## src/rtl/fuc.sv

```systemverilog
// Digital up-converter: x4 interpolation of fs/4 baseband I/Q (two x2 half-band stages),
// then NCO mixing with a quadrant pre-rotation and a 7-stage uncompensated CORDIC.

module fuc_fir #(
    parameter int BW = 12
) (
    input  logic                 clk_fs,
    input  logic                 rst,
    input  logic                 en,
    input  logic signed [BW-1:0] din,
    output logic signed [BW-1:0] dout
);
    localparam int AW = BW + 14;
    localparam logic signed [AW-1:0] C0 = AW'(11'sd211);
    localparam logic signed [AW-1:0] C1 = AW'(11'sd420);
    localparam logic signed [AW-1:0] C2 = AW'(11'sd503);
    localparam logic signed [BW-1:0] SMAX = {1'b0, {(BW-1){1'b1}}};
    localparam logic signed [BW-1:0] SMIN = {1'b1, {(BW-1){1'b0}}};

    logic signed [BW-1:0] tap_r [0:3];
    logic signed [BW-1:0] dout_r;
    logic signed [AW-1:0] acc_s;

    function automatic logic signed [BW-1:0] scale_sat(input logic signed [AW-1:0] v);
        logic signed [AW-1:0] t;
        t = (v >>> 5'd11) <<< 1'b1;
        if ((&t[AW-1:BW-1]) || !(|t[AW-1:BW-1])) begin
            scale_sat = t[BW-1:0];
        end else if (t[AW-1]) begin
            scale_sat = SMIN;
        end else begin
            scale_sat = SMAX;
        end
    endfunction

    // Symmetric coefficients: pair the taps before multiplying
    always_comb begin
        acc_s = '0;
        acc_s = (AW'(din) + AW'(tap_r[3])) * C0
              + (AW'(tap_r[0]) + AW'(tap_r[2])) * C1
              + AW'(tap_r[1]) * C2;
    end

    // Delay line and registered scaled output, advanced only when enabled
    always_ff @(posedge clk_fs) begin
        if (rst) begin
            for (int i = 0; i < 4; i++) begin
                tap_r[i] <= '0;
            end
            dout_r <= '0;
        end else if (en) begin
            tap_r[0] <= din;
            tap_r[1] <= tap_r[0];
            tap_r[2] <= tap_r[1];
            tap_r[3] <= tap_r[2];
            dout_r   <= scale_sat(acc_s);
        end
    end

    assign dout = dout_r;
endmodule

module fuc #(
    parameter int BW  = 12,
    parameter int ABW = 10
) (
    input  logic                  clk_fs,
    input  logic                  rst,
    input  logic                  in_valid,
    output logic                  in_ready,
    input  logic signed [BW-1:0]  Iin,
    input  logic signed [BW-1:0]  Qin,
    input  logic        [ABW-1:0] Wif,
    output logic                  out_valid,
    output logic signed [BW-1:0]  Iout,
    output logic signed [BW-1:0]  Qout,
    output logic                  underrun
);
    localparam int CW = BW + 2;
    localparam int ZW = ABW + 1;
    localparam logic signed [BW-1:0] SMAX = {1'b0, {(BW-1){1'b1}}};
    localparam logic signed [BW-1:0] SMIN = {1'b1, {(BW-1){1'b0}}};

    logic [1:0]           ph_r;
    logic [ABW-1:0]       theta_r;
    logic [3:0]           vcnt_r;
    logic                 out_valid_r, underrun_r;
    logic signed [BW-1:0] in_i_r, in_q_r;
    logic signed [BW-1:0] f1_in_i_s, f1_in_q_s, f1_i_s, f1_q_s;
    logic signed [BW-1:0] f2_in_i_s, f2_in_q_s, f2_i_s, f2_q_s;
    logic signed [BW-1:0] gi_s, gq_s;
    logic signed [CW-1:0] x_r [0:6];
    logic signed [CW-1:0] y_r [0:6];
    logic signed [ZW-1:0] z_r [0:6];
    logic signed [CW-1:0] xn_s [0:6];
    logic signed [CW-1:0] yn_s [0:6];
    logic signed [ZW-1:0] zn_s [0:5];
    logic signed [BW-1:0] iout_r, qout_r;

    function automatic logic signed [BW-1:0] neg_sat(input logic signed [BW-1:0] v);
        if (v == SMIN) begin
            neg_sat = SMAX;
        end else begin
            neg_sat = -v;
        end
    endfunction

    function automatic logic signed [BW-1:0] sat_cw(input logic signed [CW-1:0] v);
        if ((&v[CW-1:BW-1]) || !(|v[CW-1:BW-1])) begin
            sat_cw = v[BW-1:0];
        end else if (v[CW-1]) begin
            sat_cw = SMIN;
        end else begin
            sat_cw = SMAX;
        end
    endfunction

    // Arctangent table in units where a quarter turn is 256
    function automatic logic signed [ZW-1:0] atan_lut(input int i);
        case (i)
            0:       atan_lut = ZW'(9'sd128);
            1:       atan_lut = ZW'(9'sd76);
            2:       atan_lut = ZW'(9'sd40);
            3:       atan_lut = ZW'(9'sd20);
            4:       atan_lut = ZW'(9'sd10);
            5:       atan_lut = ZW'(9'sd5);
            6:       atan_lut = ZW'(9'sd3);
            default: atan_lut = '0;
        endcase
    endfunction

    assign in_ready  = (ph_r == 2'd0) && !rst;
    assign out_valid = out_valid_r;
    assign underrun  = underrun_r;
    assign Iout      = iout_r;
    assign Qout      = qout_r;

    // Phase counter, sample capture with zero stuffing, NCO and output warm-up
    always_ff @(posedge clk_fs) begin
        if (rst) begin
            ph_r        <= 2'd0;
            theta_r     <= '0;
            vcnt_r      <= 4'd0;
            out_valid_r <= 1'b0;
            underrun_r  <= 1'b0;
            in_i_r      <= '0;
            in_q_r      <= '0;
        end else begin
            ph_r    <= ph_r + 2'd1;
            theta_r <= theta_r + Wif;
            if (ph_r == 2'd0) begin
                in_i_r     <= in_valid ? Iin : '0;
                in_q_r     <= in_valid ? Qin : '0;
                underrun_r <= ~in_valid;
            end else begin
                underrun_r <= 1'b0;
            end
            if (!out_valid_r) begin
                vcnt_r      <= vcnt_r + 4'd1;
                out_valid_r <= (vcnt_r == 4'd10);
            end
        end
    end

    // Zero-stuffing muxes; stage enables are aligned to the delayed phase of each stage
    always_comb begin
        f1_in_i_s = '0;
        f1_in_q_s = '0;
        f2_in_i_s = '0;
        f2_in_q_s = '0;
        if (ph_r == 2'd1) begin
            f1_in_i_s = in_i_r;
            f1_in_q_s = in_q_r;
        end else begin
            f1_in_i_s = '0;
            f1_in_q_s = '0;
        end
        if (!ph_r[0]) begin
            f2_in_i_s = f1_i_s;
            f2_in_q_s = f1_q_s;
        end else begin
            f2_in_i_s = '0;
            f2_in_q_s = '0;
        end
    end

    fuc_fir #(.BW(BW)) u_fir1_i (.clk_fs(clk_fs), .rst(rst), .en(ph_r[0]), .din(f1_in_i_s), .dout(f1_i_s));
    fuc_fir #(.BW(BW)) u_fir1_q (.clk_fs(clk_fs), .rst(rst), .en(ph_r[0]), .din(f1_in_q_s), .dout(f1_q_s));
    fuc_fir #(.BW(BW)) u_fir2_i (.clk_fs(clk_fs), .rst(rst), .en(1'b1),    .din(f2_in_i_s), .dout(f2_i_s));
    fuc_fir #(.BW(BW)) u_fir2_q (.clk_fs(clk_fs), .rst(rst), .en(1'b1),    .din(f2_in_q_s), .dout(f2_q_s));

    // Quadrant pre-rotation leaves the CORDIC less than a quarter turn to cover
    always_comb begin
        gi_s = f2_i_s;
        gq_s = f2_q_s;
        case (theta_r[ABW-1 -: 2])
            2'b00: begin gi_s = f2_i_s;          gq_s = f2_q_s;          end
            2'b01: begin gi_s = neg_sat(f2_q_s); gq_s = f2_i_s;          end
            2'b10: begin gi_s = neg_sat(f2_i_s); gq_s = neg_sat(f2_q_s); end
            2'b11: begin gi_s = f2_q_s;          gq_s = neg_sat(f2_i_s); end
            default: begin gi_s = f2_i_s;        gq_s = f2_q_s;          end
        endcase
    end

    // CORDIC micro-rotations, direction chosen by the residual angle sign
    always_comb begin
        for (int i = 0; i < 7; i++) begin
            xn_s[i] = x_r[i];
            yn_s[i] = y_r[i];
            if (z_r[i][ZW-1]) begin
                xn_s[i] = x_r[i] + (y_r[i] >>> i);
                yn_s[i] = y_r[i] - (x_r[i] >>> i);
            end else begin
                xn_s[i] = x_r[i] - (y_r[i] >>> i);
                yn_s[i] = y_r[i] + (x_r[i] >>> i);
            end
        end
        for (int i = 0; i < 6; i++) begin
            zn_s[i] = z_r[i];
            if (z_r[i][ZW-1]) begin
                zn_s[i] = z_r[i] + atan_lut(i);
            end else begin
                zn_s[i] = z_r[i] - atan_lut(i);
            end
        end
    end

    // Gross-rotation register, CORDIC pipeline and saturated output registers
    always_ff @(posedge clk_fs) begin
        if (rst) begin
            for (int i = 0; i < 7; i++) begin
                x_r[i] <= '0;
                y_r[i] <= '0;
                z_r[i] <= '0;
            end
            iout_r <= '0;
            qout_r <= '0;
        end else begin
            x_r[0] <= CW'(gi_s);
            y_r[0] <= CW'(gq_s);
            z_r[0] <= {3'b000, theta_r[ABW-3:0]};
            for (int i = 0; i < 6; i++) begin
                x_r[i+1] <= xn_s[i];
                y_r[i+1] <= yn_s[i];
                z_r[i+1] <= zn_s[i];
            end
            iout_r <= sat_cw(xn_s[6]);
            qout_r <= sat_cw(yn_s[6]);
        end
    end
endmodule

```

## config.mk

```make
export PLATFORM = sky130hd
export DESIGN_NAME = fuc
export DESIGN_NICKNAME = d
export VERILOG_FILES = /design/src/rtl/fuc.sv
export SDC_FILE = /design/constraint.sdc
export NUM_CORES = 2
export LEC_CHECK = 0
export BUFFER_PORTS_ARGS = -buffer_cell sky130_fd_sc_hd__buf_2
export CAP_MARGIN = 20
export CORE_MARGIN = 4
export CORE_UTILIZATION = 62
export CTS_BUF_LIST = sky130_fd_sc_hd__clkbuf_2
export DETAILED_ROUTE_END_ITERATION = 8
export PLACE_DENSITY = 0.78
export SLEW_MARGIN = 20
export SYNTH_ARGS = -nofsm -noshare
export SYNTH_HDL_FRONTEND = slang
export SYNTH_SLANG_ARGS = --single-unit
```

## constraint.sdc

```tcl
create_clock -name clk_fs -period 28.6 [get_ports clk_fs]
set_input_delay 1.43 -clock clk_fs [delete_from_list [all_inputs] [get_ports clk_fs]]
set_output_delay 1.43 -clock clk_fs [all_outputs]
set_load 0.02 [all_outputs]
```

After elaboration in Yosys (flattened, before gate mapping):

Memories as Yosys holds them, arrays and structs flattened.
Cells that the tools add are included.
W data, S select, Z words.

* bits in registers: 114
* memory bits (writable): 465
* input bits: 37
* logic and storage cells: 269
* memories kept: 7

* $add $sub $neg: 60
* multiply operators: 12
* equality and inequality tests: 7
* muxes and demuxes: 98
* bitwise gates (word level): 39
* reductions and logical operators: 31

Memory list
* x_r: words 7, width 14, read ports 7, clocked after memory_dff 0, write ports 7, line 92 `logic signed [CW-1:0] x_r [0:6];`
* y_r: words 7, width 14, read ports 7, clocked after memory_dff 0, write ports 7, line 93 `logic signed [CW-1:0] y_r [0:6];`
* z_r: words 7, width 11, read ports 7, clocked after memory_dff 0, write ports 7, line 94 `logic signed [ZW-1:0] z_r [0:6];`
* u_fir1_i.tap_r: words 4, width 12, read ports 4, clocked after memory_dff 0, write ports 4, line 20 `logic signed [BW-1:0] tap_r [0:3];`
* u_fir1_q.tap_r: words 4, width 12, read ports 4, clocked after memory_dff 0, write ports 4, line 20
* u_fir2_i.tap_r: words 4, width 12, read ports 4, clocked after memory_dff 0, write ports 4, line 20
* 1 more memories

Operators by type and width (number)
* $mux W12: 36
* $mux W14: 28
* $mux W11: 25
* $add A26 B26 Y26: 8
* $add A12 B12 Y13: 8
* $mul A26 B8 Y24 const B: 4
* $mul A26 B9 Y26 const B: 4
* $pmux W12 S4: 2
* $mul A12 B10 Y22 const B: 4
* $add A11 B11 Y11: 6
* $sub A11 B11 Y11: 6
* $or A1 B1 Y1: 37
* $add A14 B10 Y14: 2
* $add A14 B11 Y14: 2
* $add A14 B12 Y14: 2
* $add A14 B13 Y14: 2
* $add A14 B8 Y14: 2
* $add A14 B9 Y14: 2
* $sub A14 B10 Y14: 2
* $sub A14 B11 Y14: 2
* $sub A14 B12 Y14: 2
* $sub A14 B13 Y14: 2
* $sub A14 B14 Y14: 2
* $sub A14 B8 Y14: 2
* 21 further kinds: 55

Logic depth before layout (Yosys ltp):

* depth in word-level cells: 10
* depth in mapped cells: 43

Modules after synthesis:

A second synthesis with hierarchy kept.

* cells, all modules: 7112
* area total of the unflattened synthesis: 67907.6 sq um

By module, submodules not included
* fuc: instances 1, cells an instance 2652, area each 22158.8 sq um, seq. area each 6366.1 sq um
* fuc_fir (u_fir2_q): instances 1, cells an instance 1153, area each 11578.6 sq um, seq. area each 1681.6 sq um
* fuc_fir (u_fir1_q): instances 1, cells an instance 1106, area each 11422.2 sq um, seq. area each 1681.6 sq um
* fuc_fir (u_fir2_i): instances 1, cells an instance 1103, area each 11398.4 sq um, seq. area each 1681.6 sq um
* fuc_fir (u_fir1_i): instances 1, cells an instance 1098, area each 11349.6 sq um, seq. area each 1681.6 sq um

Worst setup path after synthesis:

OpenSTA, ideal clock, no wires.

* path type: register to register
* from: memory u_fir1_i.tap_r[8][1] (netlist: u_fir1_i.tap_r[2][1])
* to: register u_fir1_i.dout_r[10] (netlist: u_fir1_i.dout[10])
* library setup time: 0.122 ns
* data arrival time: 9.042 ns
* path slack: 19.436 ns
* stages on the path, launching flop included: 39
* buffers on the path: 1
* period minus slack after synthesis: 9.164 ns
* cell sequence: edfxtp_1 ha_1 a21o_1 a21oi_1 o21bai_1 a21oi_1 o21bai_1 a21oi_1 nor2b_1 o21a_1 o41ai_1 xnor2_1 fa_1 inv_1 fa_1 inv_1 ha_1 ha_1 [3 not listed] nor2_1 ha_1 inv_1 fa_1 fa_1 inv_1 ha_1 a21oi_1 nor2b_1 a311oi_1 nand2_1 a21oi_1 o21ai_0 a31oi_1 xnor3_1 a41o_1 clkbuf_1 a311o_1

RTL lines
* from (decl): line 20
* to (signal assigned): line 56 `dout_r <= scale_sat(acc_s);`
* to (decl): line 21 `logic signed [BW-1:0] dout_r;`

==> summary.txt <==
Floorplanning
  – Std-Cell Rows: approximately 120
  – Die Footprint: 110000 um^2
  – Initial core utilization: 62.56%
  – DIE WIDTH: 331.6 um
  – Die height: 331.6 um
  – # IOs: 64
  – Core Area: slightly above 100000 um^2

Route
  – DRT antenna net count: 0
  – WL per Instance: 15.74 um
  – Drt via density: 5.423
  – DRT Pass-1 Iters: 5
  – Residual DRC: 0
  – Final WL: 137400 um
  – Detailed-route via count: ~47000
  – DRC violation total after the first TritonRoute iteration: roughly 2300

Placement
  – IO buf count: 63
  – Placer Congestion: 0.9053
  – Final HPWL DP: 115200 um

CTS
  – Clock-pin slew on the worst setup and hold paths: 0.09 ns
  – CTS Buf Count: 144
  – CTS tree: done
  – CTS Sinks: between 500 and 600
  – Cts hold-fix bufs: 0
  – CTS H-tree lvls: 4
  – Worst skew pair latency: 1.37 ns
  – Post-CTS sizing: 0
  – Post-CTS Setup Bufs: 0
  – Clock Path Buffers: 3
  – Clk root buf: clkbuf_2

Setup path
  – Crit Path Category: reg2reg
  – Critical path's slowest cell: fa_1
  – CP startpoint kind: register
  – CP required: 29.78 ns
  – Crit path max-delay family: compound AO/OA/AOI/OAI gates
  – Worst Path Arrival: 11.42 ns
  – Slowest cell delay on critical path: around 0.6 ns
  – Worst setup EP type: register
  – WP buf/inv: 4
  – Worst-path maximum fanout: 10

Logic synthesis
  – Synth Area in Compound Gates: between 10% and 20%
  – Number of flops mapped to enable cells by yosys: 96
  – Synth top area cells: ha_1 21%, fa_1 18%, dfxtp_1 14%, inv_1 7.7%, xnor2_1 6.2%
  – Yosys top cell area share: between 20% and 30%
  – Register area share after synthesis: 18.68%
  – Post-Syn Area: 64930 um^2
  – Yosys reg bits: 558
  – Distinct cells, synth: 75
  – Most used DFF post-synth: dfxtp_1
  – Post-Synth Simple-Gate Area: around 11%
  – Ys async rst share: 0%
  – Synth Area in XOR/XNOR: 9.357%
  – Largest family of logic cells by synthesized area: adder cells
  – Post-synthesis mux area share: 1.328%
  – Dominant cell type by area after synthesis: ha_1
  – Syn Nets: about 8900
  – Count of warnings emitted by yosys: 0
  – Post-synthesis adder-cell area fraction: 39.25%
  – Post-synthesis average cell area: 9.100 um^2
  – Mapped Cells: 7136

Finish
  – Reg area: between 10000 and 15000 um^2
  – Filler instances: 8431
  – Area occupied by multi-input gates: 47360 um^2
  – Final Net Count: between 8000 and 9000
  – Ratio of cells with drive above 1 in the final layout: under 10%
  – Area growth syn-to-layout: 4.881%

Run status
  – Status: finished clean

Global route
  – Largest net degree at the start of global routing: 213
  – Total global routing overflow: 0
  – Global router's overall resource usage: 25.48%
  – Number of global-route vias before repair: 49048
  – Initial antenna violation count: 3
  – Global-route wire length before repair: 235000 um

Worst hold path
  – Hold/Removal Path Class: in2reg

Timing
  – Slew @ Worst Pin: 1.113 ns
  – Max-Slew Margin vs Limit: 24.81%
  – Final setup violation count: 0
  – Maximum clock frequency: 97.61 MHz
  – Final worst path period share: 35.82%
  – Fin Setup TNS: 0 ns
  – Final Max Tran Viols: 0
  – RSZ-0062 raised after global routing: no
  – Clk_skew: 0.08898 ns
  – Final hold vios: 0
  – Minimum clock period: 10.24 ns

Job
  – Max Cap Violations: 0
final timing paths:
kind,start,endpoint,slack [ns],depth (start not counted)
max reg2reg,u_fir1_i.tap_r[2][1]$_SDFFCE_PN0P_,u_fir1_i.dout[9]$_SDFFE_PP0P_,18.36,37
max,u_fir1_i.tap_r[2][1]$_SDFFCE_PN0P_,u_fir1_i.dout[9]$_SDFFE_PP0P_,18.36,37
min,in_valid,underrun$_SDFF_PN0_,0.27,2
min reg2reg,z_r[0][7]$_SDFF_PP0_,z_r[1][9]$_SDFF_PP0_,0.38,1
cells in the mapped netlist (6+ instances only):
master,instances
nor3_1,145
a21boi_0,31
o211ai_1,8
nor2b_1,241
o41ai_1,19
a311oi_1,7
and2_1,103
or4_1,9
or3_1,28
nand2b_1,48
xnor2_1,461
nand3_1,57
nand4_1,12
clkbuf_1,119
o22ai_1,6
fa_1,598
a311o_1,12
mux4_2,8
a31oi_1,26
a21oi_1,415
and3_1,51
o31a_1,8
or2_2,18
nor4_1,14
mux2i_1,49
edfxtp_1,96
a2111oi_0,13
nor2_1,545
o21ai_0,213
o311ai_2,10
nand2_1,193
a21o_1,175
o21a_1,51
o21bai_1,93
xor2_1,225
o31ai_1,17
a211oi_1,38
inv_1,1326
ha_1,1080
mux2_2,17
a31o_2,9
dfxtp_1,462
metrics by stage:
step / worst slack, ns / area, um^2 / hold WS [ns] / instances / utilization (%)
floorplan: 19.44 / 64930 / 0.3682 / 7136 / -
detailed placement: 18.47 / 66670 / 0.3816 / 8470 / 64.24
finish: 18.36 / 68100 / 0.2653 / 8727 / 65.62
global route: 17.57 / 68100 / 0.1612 / 8727 / 65.62
global placement: 18.70 / 66670 / 0.3722 / 8470 / 64.24
CTS: 18.37 / 68080 / 0.08237 / 8723 / 65.59
per-layer routing:
layer	up-vias	routed length [um]	global-route usage (%)
met5	-	0	0
met1	22649	59940	31.70
met3	258	4946	3.503
met4	0	4540	9.064
li1	23608	-	-
met2	809	67920	45.28
logic make-up after synthesis:
group           Yosys count
xor+xnor                689
mux                      74
flops                   558
fa+ha+maj              1678
buf+inv                1455
compound gates         1197
simple gates           1485
layout make-up:
cell class / instances / share of cell area (%)
tap: 1380 / 2.535
clock inverter: 52 / 0.5897
sequential: 558 / 17.82
antenna: 4 / 0.01470
timing repair buffer: 82 / 0.7055
inverter: 1327 / 7.318
clock buffer: 201 / 1.477
multi-input combinational: 5123 / 69.54
state kept, by name, summed over array words and instances (netlist names):
name,count
z_r,61
u_fir2_q.dout,12
u_fir2_q.tap_r,48
underrun,1
in_i_r,12
out_valid,1
Qout,12
u_fir2_i.dout,12
theta_r,10
u_fir1_i.dout,12
ph_r,2
vcnt_r,4
u_fir1_q.tap_r,48
u_fir1_i.tap_r,48
u_fir1_q.dout,12
in_q_r,12
u_fir2_i.tap_r,48
Iout,12
x_r,96
y_r,95
placed cells by master (no fill, tap or decap), drive strengths merged, types with 9 or more instances in the layout:
cell     netlist  layout
o21a          51      51
inv         1326    1328
o311ai        11      11
edfxtp        96      96
xnor2        461     461
or3           28      28
ha          1080    1080
nand2b        48      48
mux2i         49      49
mux2          17      17
and3          51      51
a311o         12      12
o31ai         17      17
xor2         225     225
o41ai         20      20
or2           18      18
a211oi        38      38
or4            9       9
nor3         145     145
buf            9      82
a31oi         26      26
clkbuf       119     201
a2111oi       13      13
a31o          11      11
fa           598     598
and2         104     104
clkinv         1      40
a21boi        31      31
nand3         57      57
a21oi        415     415
nor2         545     545
a21o         175     175
o21bai        93      93
o21ai        214     214
nand2        193     193
nor2b        241     241
nor4          14      14
nand4         12      12
dfxtp        462     462
Power is left out: the tool's default activity adds up to more than one toggle a clock period on the data nets, which glitch-free logic cannot reach.
